**config.mk**
```make
export PLATFORM = sky130hd
export DESIGN_NAME = serializer_hs_param
export DESIGN_NICKNAME = d
export VERILOG_FILES = /design/src/rtl/serializer_pkg.sv /design/src/rtl/serializer_shift_core.sv /design/src/rtl/serializer_hs_param.sv
export SDC_FILE = /design/constraint.sdc
export NUM_CORES = 1
export LEC_CHECK = 0
export CAP_MARGIN = 25
export CORE_ASPECT_RATIO = 1.25
export CORE_MARGIN = 8
export CORE_UTILIZATION = 53
export CTS_CLUSTER_SIZE = 24
export DETAILED_ROUTE_END_ITERATION = 10
export PLACE_DENSITY = 0.78
export SYNTH_ARGS = -nofsm -noshare
export SYNTH_HDL_FRONTEND = slang
export SYNTH_SLANG_ARGS = --single-unit
```
**constraint.sdc**
```tcl
create_clock -name clk320 -period 2.5 [get_ports clk320]
set_input_delay 0.5 -clock clk320 [delete_from_list [all_inputs] [get_ports clk320]]
set_output_delay 0.5 -clock clk320 [all_outputs]
set_load 0.03 [all_outputs]
```
**src/rtl/serializer_pkg.sv**
```systemverilog
// Shared constants and helpers for the parametrised handshake serializer.
// Bit-order encoding, default idle pattern generator and default counter width.
`timescale 1ns/1ps
package serializer_pkg;

  localparam logic BIT_MSB_FIRST    = 1'b0;
  localparam logic BIT_LSB_FIRST    = 1'b1;
  localparam int   DEFAULT_CNTWIDTH = 16;
  localparam int   MAX_WORDWIDTH    = 32;

  // Alternating 1010... pattern with a 1 in the MSB position of a width-bit word.
  function automatic logic [MAX_WORDWIDTH-1:0] idle_pattern(input int width);
    logic [MAX_WORDWIDTH-1:0] p;
    p = '0;
    for (int i = 0; i < width; i++) begin
      p[i] = ((width - 1 - i) % 2) == 0;
    end
    return p;
  endfunction

endpackage

```
**src/rtl/serializer_shift_core.sv**
```systemverilog
// Shift register, bit counter and per-word bit order for the serializer.
// Emits one bit per enabled cycle; the owner decides what gets loaded.
`timescale 1ns/1ps
module serializer_shift_core
  import serializer_pkg::*;
#(
  parameter int WORDWIDTH = 8
) (
  input  logic                 clk,
  input  logic                 rst_n,
  input  logic                 enable,
  input  logic                 load,
  input  logic [WORDWIDTH-1:0] load_word,
  input  logic                 order_in,
  output logic                 sout,
  output logic                 last_bit
);

  localparam int             CW   = (WORDWIDTH > 1) ? $clog2(WORDWIDTH) : 1;
  localparam logic [CW-1:0]  LAST = CW'(WORDWIDTH - 1);

  logic [WORDWIDTH-1:0] shift_q, shift_d;
  logic [CW-1:0]        bit_cnt_q, bit_cnt_d;
  logic                 order_q, order_d;

  always_comb begin
    // NOTE: every output gets a default first so no path leaves it unassigned (no latch).
    shift_d   = shift_q;
    bit_cnt_d = bit_cnt_q;
    order_d   = order_q;
    if (load) begin
      shift_d   = load_word;
      bit_cnt_d = '0;
      order_d   = order_in;
    end else if (enable) begin
      shift_d   = (order_q == BIT_LSB_FIRST) ? {1'b0, shift_q[WORDWIDTH-1:1]}
                                             : {shift_q[WORDWIDTH-2:0], 1'b0};
      bit_cnt_d = bit_cnt_q + CW'(1);
    end
  end

  // Counter resets to the last slot so the first enabled cycle after reset is a load.
  always_ff @(posedge clk or negedge rst_n) begin
    if (!rst_n) begin
      // NOTE: non-blocking assignments here so all flops update from pre-edge values.
      shift_q   <= '0;
      bit_cnt_q <= LAST;
      order_q   <= BIT_MSB_FIRST;
    end else begin
      shift_q   <= shift_d;
      bit_cnt_q <= bit_cnt_d;
      order_q   <= order_d;
    end
  end

  assign sout     = (order_q == BIT_LSB_FIRST) ? shift_q[0] : shift_q[WORDWIDTH-1];
  assign last_bit = (bit_cnt_q == LAST);

endmodule

```
**src/rtl/serializer_hs_param.sv**
```systemverilog
// Valid/ready front end with a one-entry holding register feeding the shift core.
// Inserts IDLE_WORD when nothing is pending and counts those insertions.
`timescale 1ns/1ps
module serializer_hs_param
  import serializer_pkg::*;
#(
  parameter int                   WORDWIDTH = 8,
  parameter logic [WORDWIDTH-1:0] IDLE_WORD = WORDWIDTH'(idle_pattern(WORDWIDTH)),
  parameter int                   CNTWIDTH  = DEFAULT_CNTWIDTH
) (
  input  logic                 clk320,
  input  logic                 rstn,
  input  logic                 enable,
  input  logic                 lsbFirst,
  input  logic [WORDWIDTH-1:0] din,
  input  logic                 dinValid,
  output logic                 dinReady,
  output logic                 sout,
  output logic                 wordStart,
  output logic                 wordIsIdle,
  input  logic                 clrCnt,
  output logic [CNTWIDTH-1:0]  idleCount
);

  logic                 last_bit;
  logic                 load_event;
  logic                 accept;
  logic [WORDWIDTH-1:0] load_word;

  logic [WORDWIDTH-1:0] hold_q, hold_d;
  logic                 hold_full_q, hold_full_d;
  logic                 word_start_q, word_start_d;
  logic                 word_is_idle_q, word_is_idle_d;
  logic [CNTWIDTH-1:0]  idle_count_q, idle_count_d;

  assign load_event = enable & last_bit;
  assign dinReady   = ~hold_full_q | load_event;
  assign accept     = dinValid & dinReady;
  // No bypass: a word accepted during a load only reaches the shifter at the next load.
  assign load_word  = hold_full_q ? hold_q : IDLE_WORD;

  always_comb begin
    hold_d         = hold_q;
    hold_full_d    = hold_full_q;
    word_start_d   = load_event;
    word_is_idle_d = word_is_idle_q;
    idle_count_d   = idle_count_q;

    if (accept) begin
      hold_d      = din;
      hold_full_d = 1'b1;
    end else if (load_event) begin
      hold_full_d = 1'b0;
    end

    if (load_event) begin
      word_is_idle_d = ~hold_full_q;
    end

    if (clrCnt) begin
      idle_count_d = '0;
    end else if (load_event && !hold_full_q && (idle_count_q != '1)) begin
      idle_count_d = idle_count_q + CNTWIDTH'(1);
    end
  end

  always_ff @(posedge clk320 or negedge rstn) begin
    if (!rstn) begin
      hold_full_q    <= 1'b0;
      word_start_q   <= 1'b0;
      word_is_idle_q <= 1'b0;
      idle_count_q   <= '0;
    end else begin
      hold_full_q    <= hold_full_d;
      word_start_q   <= word_start_d;
      word_is_idle_q <= word_is_idle_d;
      idle_count_q   <= idle_count_d;
    end
  end

  // NOTE: holding data has no reset; hold_full_q qualifies it, so only the flag needs one.
  always_ff @(posedge clk320) begin
    hold_q <= hold_d;
  end

  serializer_shift_core #(
    .WORDWIDTH(WORDWIDTH)
  ) u_core (
    .clk      (clk320),
    .rst_n    (rstn),
    .enable   (enable),
    .load     (load_event),
    .load_word(load_word),
    .order_in (lsbFirst),
    .sout     (sout),
    .last_bit (last_bit)
  );

  assign wordStart  = word_start_q;
  assign wordIsIdle = word_is_idle_q;
  assign idleCount  = idle_count_q;

endmodule
```
After elaboration in Yosys (flattened, before gate mapping)
Cells that the tools add are included.
Operators by class
  reduce and logical (&&, ||, !) cells: 6
  equality and inequality tests: 2
  $add $sub $neg: 2
  bitwise operators: 4
  multiplexer cells: 11
Operators by type and width (number)
  2-to-1 mux 16 bit: 2
  2-to-1 mux 8 bit: 4
  adder 16 x 1 -> 16 bit (second input constant): 1
  != test 16 bit (second input constant): 1
  2-to-1 mux 3 bit: 2
  nonzero test 2 bit: 3
  adder 3 x 1 -> 3 bit (second input constant): 1
  equality test 3 bit (second input constant): 1
  2-to-1 mux 1 bit: 3
  bitwise AND 1 bit: 2
  logical AND 1 bit: 2
  zero test 1 bit: 1
  inverter 1 bit: 1
  bitwise OR 1 bit: 1
Word-level totals
  logic and storage cells: 33
  bits in registers: 39
  input bits: 14
  output and inout bits: 20

Longest topological paths before layout
Gate-level depths: netlist of the first run.
  depth in word-level cells: 6
  gate-level depth with buffers: 7
  depth with buffers taken out: 6

By module
From an unflattened synthesis of the first run, not the netlist that was laid out.
Unflattened totals
  cells, all modules: 180
  area total of the unflattened synthesis: 2008.2 um^2
Modules (own cells, without submodules)
  serializer_hs_param: sequential area each 715.7 um^2, area each 1343.8 um^2, times used 1, cells each 120
  serializer_shift_core: sequential area each 304.0 um^2, area each 664.4 um^2, times used 1, cells each 60

Least setup slack after synthesis of the first run
Ideal clock, no wire load.
  kind: register to register
  start: register u_core.bit_cnt_q[0]
  end: register idle_count_q[14], in the netlist idleCount[14]
  arrival time: 1959 ps
  required time: 2375 ps
  cell stages (with the launch flop): 7
  clock period less this slack: 2084 ps
  setup time: 125 ps
  buffers on the path: 0
  setup slack: 416 ps
  path through: dfstp_2 ha_1 ha_1 and3b_1 nand3_1 a2111oi_2 mux2_2
Between the ends
  word-level cells in the longest chain between the ends: 5
Ends and longest elaborated chain
  start, declared: line serializer_shift_core.sv:23  | logic [CW-1:0] bit_cnt_q, bit_cnt_d;
  start signal, assigned: line serializer_shift_core.sv:51  | bit_cnt_q <= bit_cnt_d;
  equality test 3 bit: line serializer_shift_core.sv:57  | assign last_bit = (bit_cnt_q == LAST);
  bitwise AND 1 bit: line serializer_hs_param.sv:36  | assign load_event = enable & last_bit;
  logical AND 1 bit (2 in series): line serializer_hs_param.sv:62  | end else if (load_event && !hold_full_q && (idle_count_q != '1)) begin
  nonzero test 2 bit (no line)
  end signal, assigned: line serializer_hs_param.sv:77  | idle_count_q <= idle_count_d;
  end, declared: line serializer_hs_param.sv:34  | logic [CNTWIDTH-1:0] idle_count_q, idle_count_d;
No other way between the ends.
A chain may end at the register's enable or synchronous reset.

Worst setup path after layout of the first run
  start: register u_core.bit_cnt_q[0]
  end: output dinReady
Between the ends
  word-level cells in the longest chain between the ends: 3
Ends and longest elaborated chain
  equality test 3 bit: line serializer_shift_core.sv:57
  bitwise AND 1 bit: line serializer_hs_param.sv:36
  bitwise OR 1 bit: line serializer_hs_param.sv:37  | assign dinReady = ~hold_full_q | load_event;
  end, declared: line serializer_hs_param.sv:17  | output logic dinReady,
No other way between the ends.

==> impl_metrics.json, run 1 <==
{
  "status": "completed",
  "yosysTopAreaCell": "dfrtp_1",
  "ios": 34,
  "critPathCaptureType": "output port",
  "leakage_nw": 0.984,
  "fp.dieW_um": 71.3,
  "muxShareOfSynthArea_pct": 8.14,
  "arrival_ns": 1.90,
  "synthArstFlopShare_pct": 79.5,
  "placed_area_sq_um": 2390,
  "r2r_setup_slack_ns": 0.30,
  "clock_sinks": 39,
  "pwr-share-clk_pct": 23.9,
  "antenna_found_initial": 0,
  "setup_viol": 0,
  "grt_pass1_wl_um": 7480,
  "relSlewSlack_pct": 68.3,
  "finalMaxSlewViolations": 0,
  "place_inst": 255,
  "power_per_cell_area_nw_per_um2": 691,
  "synth_area_sq_um": 2030,
  "drv_cap": 0,
  "synthTopCellsByArea": "dfrtp_1, edfxtp_1, mux2_2, dfstp_2, a21oi_1",
  "pwr-share-comb_pct": 26.4,
  "grt_use_total_pct": 15.3,
  "wl_um": 4370,
  "fin_cells": 263,
  "tritoncts": "yes",
  "cp.required_ns": 2.00,
  "syn-num-nets": 202,
  "first_pass_iters": 7,
  "synth_seq_area_share_pct": 50.2,
  "vias": 1607,
  "gp_congestion": 0.815,
  "die_h_um": 85.2,
  "timing.final.crit_share_pct": 95.9,
  "drt_iter0_drc": 114,
  "ys_warn_count": 0,
  "final_util_pct": 66.5,
  "synthCells": 185,
  "ant_nets": 0,
  "synth_most_common_cell": "dfrtp_1",
  "synth_top_family_by_area": "simple AND/OR/NAND/NOR gates",
  "clock.fmax_ghz": 0.417,
  "seqPwrFrac_pct": 49.6,
  "grt_max_degree": 32,
  "synth-simple-area-share_pct": 22.2,
  "ctsHtreeMaxLevel": 2,
  "start_util_pct": 54.5,
  "syn_to_final_growth_pct": 22.0,
  "core_sq_um": 3720,
  "path_class": "reg -> out",
  "period_needed_ns": 2.40,
  "p_switching_mw": 0.515,
  "ys_types": 45,
  "path_max_fanout": 20,
  "yosys.area_share.xor_xnor_pct": 0,
  "p_int_mw": 1.20,
  "insertion_delay_ns": 0.30,
  "gr-total-overflow": 0,
  "cts_root_buf": "clkbuf_8",
  "max-vdd-ir-drop_mv": 0.693,
  "antenna-diode-count": 0,
  "rsz0062_at_grt": "false",
  "rows": 25,
  "vias_per_cell": 6.11,
  "synth_fa_ha_area_share_pct": 1.85,
  "syn-mean-instance-area_sq_um": 11.0,
  "synth_compound_area_share_pct": 12.9,
  "synth_ff_type": "dfrtp_1",
  "start_kind": "register",
  "skew_ns": 0.00895,
  "drt-wirelength-per-cell_um": 16.6,
  "die_area_sq_um": 6080,
  "num-nets-final": 239,
  "numCtsBuffers": 5,
  "setup-tns-final_ns": 0,
  "final_area_sq_um": 2480,
  "hold_path_class": "reg -> reg",
  "hpwl_um": 3260,
  "cts.clk_slew.worst_paths_ns": 0.07,
  "switching_share_pct": 30.1,
  "grt_pass1_vias": 1642,
  "netlist_top_cells_count": "dfrtp_1, a21oi_1, o21ai_0",
  "hold_viol": 0,
  "yosysTopAreaCellShare_pct": 34.5,
  "synth_edf_count": 8,
  "worst_pin_slew_ns": 0.472,
  "port_buffers": 33,
  "synth_seq_cells": 39,
  "drive_above_1_share_pct": 17.5,
  "clk_path_buf_depth": 2,
  "drc": 0
}
-- sequential cells by signal, indices dropped and copies added (netlist names) --
signal and flops:
wordStart 1, wordIsIdle 1, u_core.shift_q 8, hold_q 8, hold_full_q 1, u_core.bit_cnt_q 3, idleCount 16, u_core.order_q 1
-- stage by stage --
step | hold WS (ns) | worst slack (ns) | power, mW
6_report | 0.481 | 0.102 | 1.71
5_1_grt | 0.507 | 0.0232 | 1.81
4_1_cts | 0.485 | 0.0643 | 1.72
3_5_place_dp | 0.475 | 0.176 | 1.31
3_3_place_gp | 0.466 | 0.257 | 1.28
2_1_floorplan | 0.204 | 0.416 | 1.16
-- what timing repair did --
item                                    CTS  global route
setup buffers                             0             0
hold buffers                              0             0
resized for setup                         0             1
endpoints found under the setup margin    0             1
-- power by group through the flow --
stage / clock network [mW] / registers [mW] / logic [mW]
2_1_floorplan: 0 / 0.836 / 0.323
3_3_place_gp: 0 / 0.849 / 0.430
3_5_place_dp: 0 / 0.859 / 0.456
4_1_cts: 0.418 / 0.846 / 0.457
5_1_grt: 0.443 / 0.861 / 0.504
6_report: 0.409 / 0.850 / 0.453
-- area by class of cell --
class	instances	area, sq um
flip-flops and latches	39	1020
well taps	40	50.0
fillers	322	1250
multi-input cells	128	915
repair buffers	39	377
inverters	9	33.8
clock buffers	7	76.3
clock inverters	1	5.00
-- cells in the final DEF, fill, tap and decap left out, types with 2 or more instances in the layout --
cell             count
inv_1                9
o22ai_1              2
clkbuf_8             5
nor2b_1              3
dfrtp_1             28
a21oi_1             14
nand4_1              4
nand3_1              7
nand3b_1             5
or3_1                3
clkdlybuf4s50_1     32
nor2_1               9
a311oi_1             2
nand2_1             11
clkbuf_1             2
ha_1                 3
mux2i_1              3
o31ai_1              7
or2_2                2
o211ai_1             3
buf_4                6
or4_1                7
edfxtp_1             8
mux2_2              12
dfstp_2              3
o21ai_0             13
nand2b_1             2
-- worst paths after layout --
path                                                  from                              end  cells past startpoint
max                        u_core.bit_cnt_q[0]$_DFFE_PN1P_                         dinReady                      6
min                        u_core.bit_cnt_q[2]$_DFFE_PN1P_  u_core.bit_cnt_q[2]$_DFFE_PN1P_                      2
max reg2reg                u_core.bit_cnt_q[0]$_DFFE_PN1P_         idleCount[4]$_DFFE_PN0P_                      6
min reg2reg                u_core.bit_cnt_q[2]$_DFFE_PN1P_  u_core.bit_cnt_q[2]$_DFFE_PN1P_                      2
max in group asynchronous                             rstn  u_core.bit_cnt_q[2]$_DFFE_PN1P_                      2
min in group asynchronous                             rstn        idleCount[13]$_DFFE_PN0P_                      2
-- worst max-delay path: stages, from the launching register on --
cell and delay [ns]:
dfstp_2 0.56, ha_1 0.15, ha_1 0.24, buf_6 0.20, nand2_1 0.13, nand2_1 0.14
buf_4 0.18
-- logic make-up after synthesis --
logic type,after synthesis
buf+inv,18
mux,15
simple gates,67
compound gates,43
fa+ha+maj,3
flops,39
-- layer usage --
layer	track usage [%]	wire (um)
met5	0	0
met4	7.02	100
met3	5.42	320
met2	26.9	2310
met1	15.8	1640
(Power assumes the default switching activity.)
==> run 2: changes to the inputs <==
CORE_MARGIN = 2   (was 8)
SKIP_LAST_GASP = 1   (was unset)
==> run 2 against run 1 <==
Effect of this change: core utilization increased by 0.71 points; power increased by 6.0%; clock skew decreased by 0.0053 ns; worst setup slack improved by 0.026 ns; combinational power about the same; clock power increased by 26%; sequential share of layout area decreased by 0.43 points; count of clock-buffer cells in the layout decreased by 2; via count increased by 1.2%; critical path type unchanged; critical endpoint unchanged.
==> impl_metrics.json, run 2 (synthesized netlist as in run 1, its figures left out) <==
{
  "hold_viol": 0,
  "leakage_nw": 0.997,
  "syn_to_final_growth_pct": 23.3,
  "ios": 34,
  "critPathCaptureType": "output port",
  "layout_commonest_cell": "clkdlybuf4s50_1",
  "timing.final.crit_share_pct": 94.9,
  "hold_path_class": "reg -> reg",
  "finalMaxSlewViolations": 0,
  "cp.required_ns": 2.00,
  "antenna-diode-count": 0,
  "ant_nets": 0,
  "largest_reg_flops": 16,
  "vias": 1626,
  "cts_hold_buf": 0,
  "setup.worst_path.end": "dinReady",
  "numCtsBuffers": 5,
  "status": "completed",
  "fin_ws_ns": 0.128,
  "mostFrequentLayoutCells": "clkdlybuf4s50_1, dfrtp_1, a21oi_1, o21ai_0, mux2_2",
  "drive_above_1_share_pct": 17.9,
  "tritoncts": "yes",
  "port_buffers": 33,
  "hpwl_um": 3060,
  "insertion_delay_ns": 0.30,
  "worst_pin_slew_ns": 0.475,
  "path_max_fanout": 20,
  "setup_viol": 0,
  "p_total_mw": 1.81,
  "r2r_end": "idleCount[9]$_DFFE_PN0P_",
  "whs_path_depth": 2,
  "rsz0062_at_grt": "false",
  "relSlewSlack_pct": 68.1,
  "rr_worst_depth": 7,
  "ctsHtreeMaxLevel": 2,
  "final_util_pct": 67.2,
  "placed_area_sq_um": 2390,
  "power_per_cell_area_nw_per_um2": 725,
  "cts_root_buf": "clkbuf_8",
  "clk_path_buf_depth": 2,
  "dp_slack_ns": 0.186,
  "die_h_um": 73.2,
  "rows": 25,
  "grt_max_degree": 32,
  "grt_pass1_vias": 1617,
  "gr-total-overflow": 0,
  "clock.fmax_ghz": 0.422,
  "max-vdd-ir-drop_mv": 0.458,
  "rr_startpoint": "u_core.bit_cnt_q[0]$_DFFE_PN1P_",
  "setup-tns-final_ns": 0,
  "path_class": "reg -> out",
  "fp.dieW_um": 59.3,
  "start_kind": "register",
  "vias_per_cell": 6.18,
  "skew_ns": 0.00364,
  "num-nets-final": 239,
  "grt_pass1_wl_um": 7400,
  "drt_iter0_drc": 130,
  "core_sq_um": 3720,
  "start_util_pct": 54.5,
  "gp_congestion": 0.836,
  "drt-wirelength-per-cell_um": 16.4,
  "die_area_sq_um": 4340,
  "period_needed_ns": 2.37,
  "first_pass_iters": 4,
  "arrival_ns": 1.87,
  "final_area_sq_um": 2500,
  "cp-startpoint": "u_core.bit_cnt_q[0]$_DFFE_PN1P_",
  "cts.clk_slew.worst_paths_ns": 0.07,
  "r2r_setup_slack_ns": 0.33,
  "clock_sinks": 39,
  "drc": 0,
  "drv_cap": 0,
  "wl_um": 4310,
  "post_cts_buffers": 0,
  "grt_use_total_pct": 22.8,
  "antenna_found_initial": 0
}
==> run 2: how the worst min path moves through the flow <==
stage	startpoint	end	slack, ns
5_1_grt	u_core.bit_cnt_q[1]$_DFFE_PN1P_	u_core.bit_cnt_q[1]$_DFFE_PN1P_	0.52
4_1_cts	u_core.bit_cnt_q[1]$_DFFE_PN1P_	u_core.bit_cnt_q[1]$_DFFE_PN1P_	0.50
2_1_floorplan	rstn	hold_full_q$_DFFE_PN0P_	0.20
3_5_place_dp	u_core.bit_cnt_q[1]$_DFFE_PN1P_	u_core.bit_cnt_q[1]$_DFFE_PN1P_	0.49
3_3_place_gp	u_core.bit_cnt_q[2]$_DFFE_PN1P_	u_core.bit_cnt_q[2]$_DFFE_PN1P_	0.47
6_report	u_core.bit_cnt_q[1]$_DFFE_PN1P_	u_core.bit_cnt_q[1]$_DFFE_PN1P_	0.50
==> run 2: area by class of cell <==
class                           instances  area [sq um]
Inverter                                9          33.8
Clock inverter                          3          38.8
Clock buffer                            5          68.8
Multi-Input combinational cell        128           915
Timing Repair Buffer                   39           377
Tap cell                               40          50.0
Fill cell                             301          1220
Sequential cell                        39          1020
==> run 2: routing by layer <==
layer | track usage, % | up-vias | wire (um)
met5 | 0 | - | 0
met4 | 11.4 | 0 | 110
met3 | 5.14 | 11 | 162
met2 | 41.4 | 50 | 2410
met1 | 24.0 | 806 | 1630
li1 | - | 759 | -
==> run 2: where the power goes <==
part           leakage, nW  switching [mW]  internal (mW)
sequential           0.476          0.0778          0.770
combinational        0.466           0.221          0.230
clock               0.0556           0.224          0.292
total                0.997           0.523           1.29
==> run 2: timing repair <==
action | in CTS | in global routing
gates resized for setup | 0 | 1
hold endpoints to repair | 0 | 0
endpoints found under the setup margin | 0 | 1
==> run 2: through the flow <==
step                      hold WS (ns)  instances
final                            0.496        263
after global routing             0.523        263
after CTS                        0.501        263
after detailed placement         0.490        255
after global placement           0.465        255
after floorplan                  0.204        185
==> run 2: critical path: stages, from the launching register on <==
cell,delay [ns]
dfstp_2,0.54
ha_1,0.15
ha_1,0.24
buf_6,0.20
nand2_1,0.13
nand2_1,0.14
buf_4,0.17
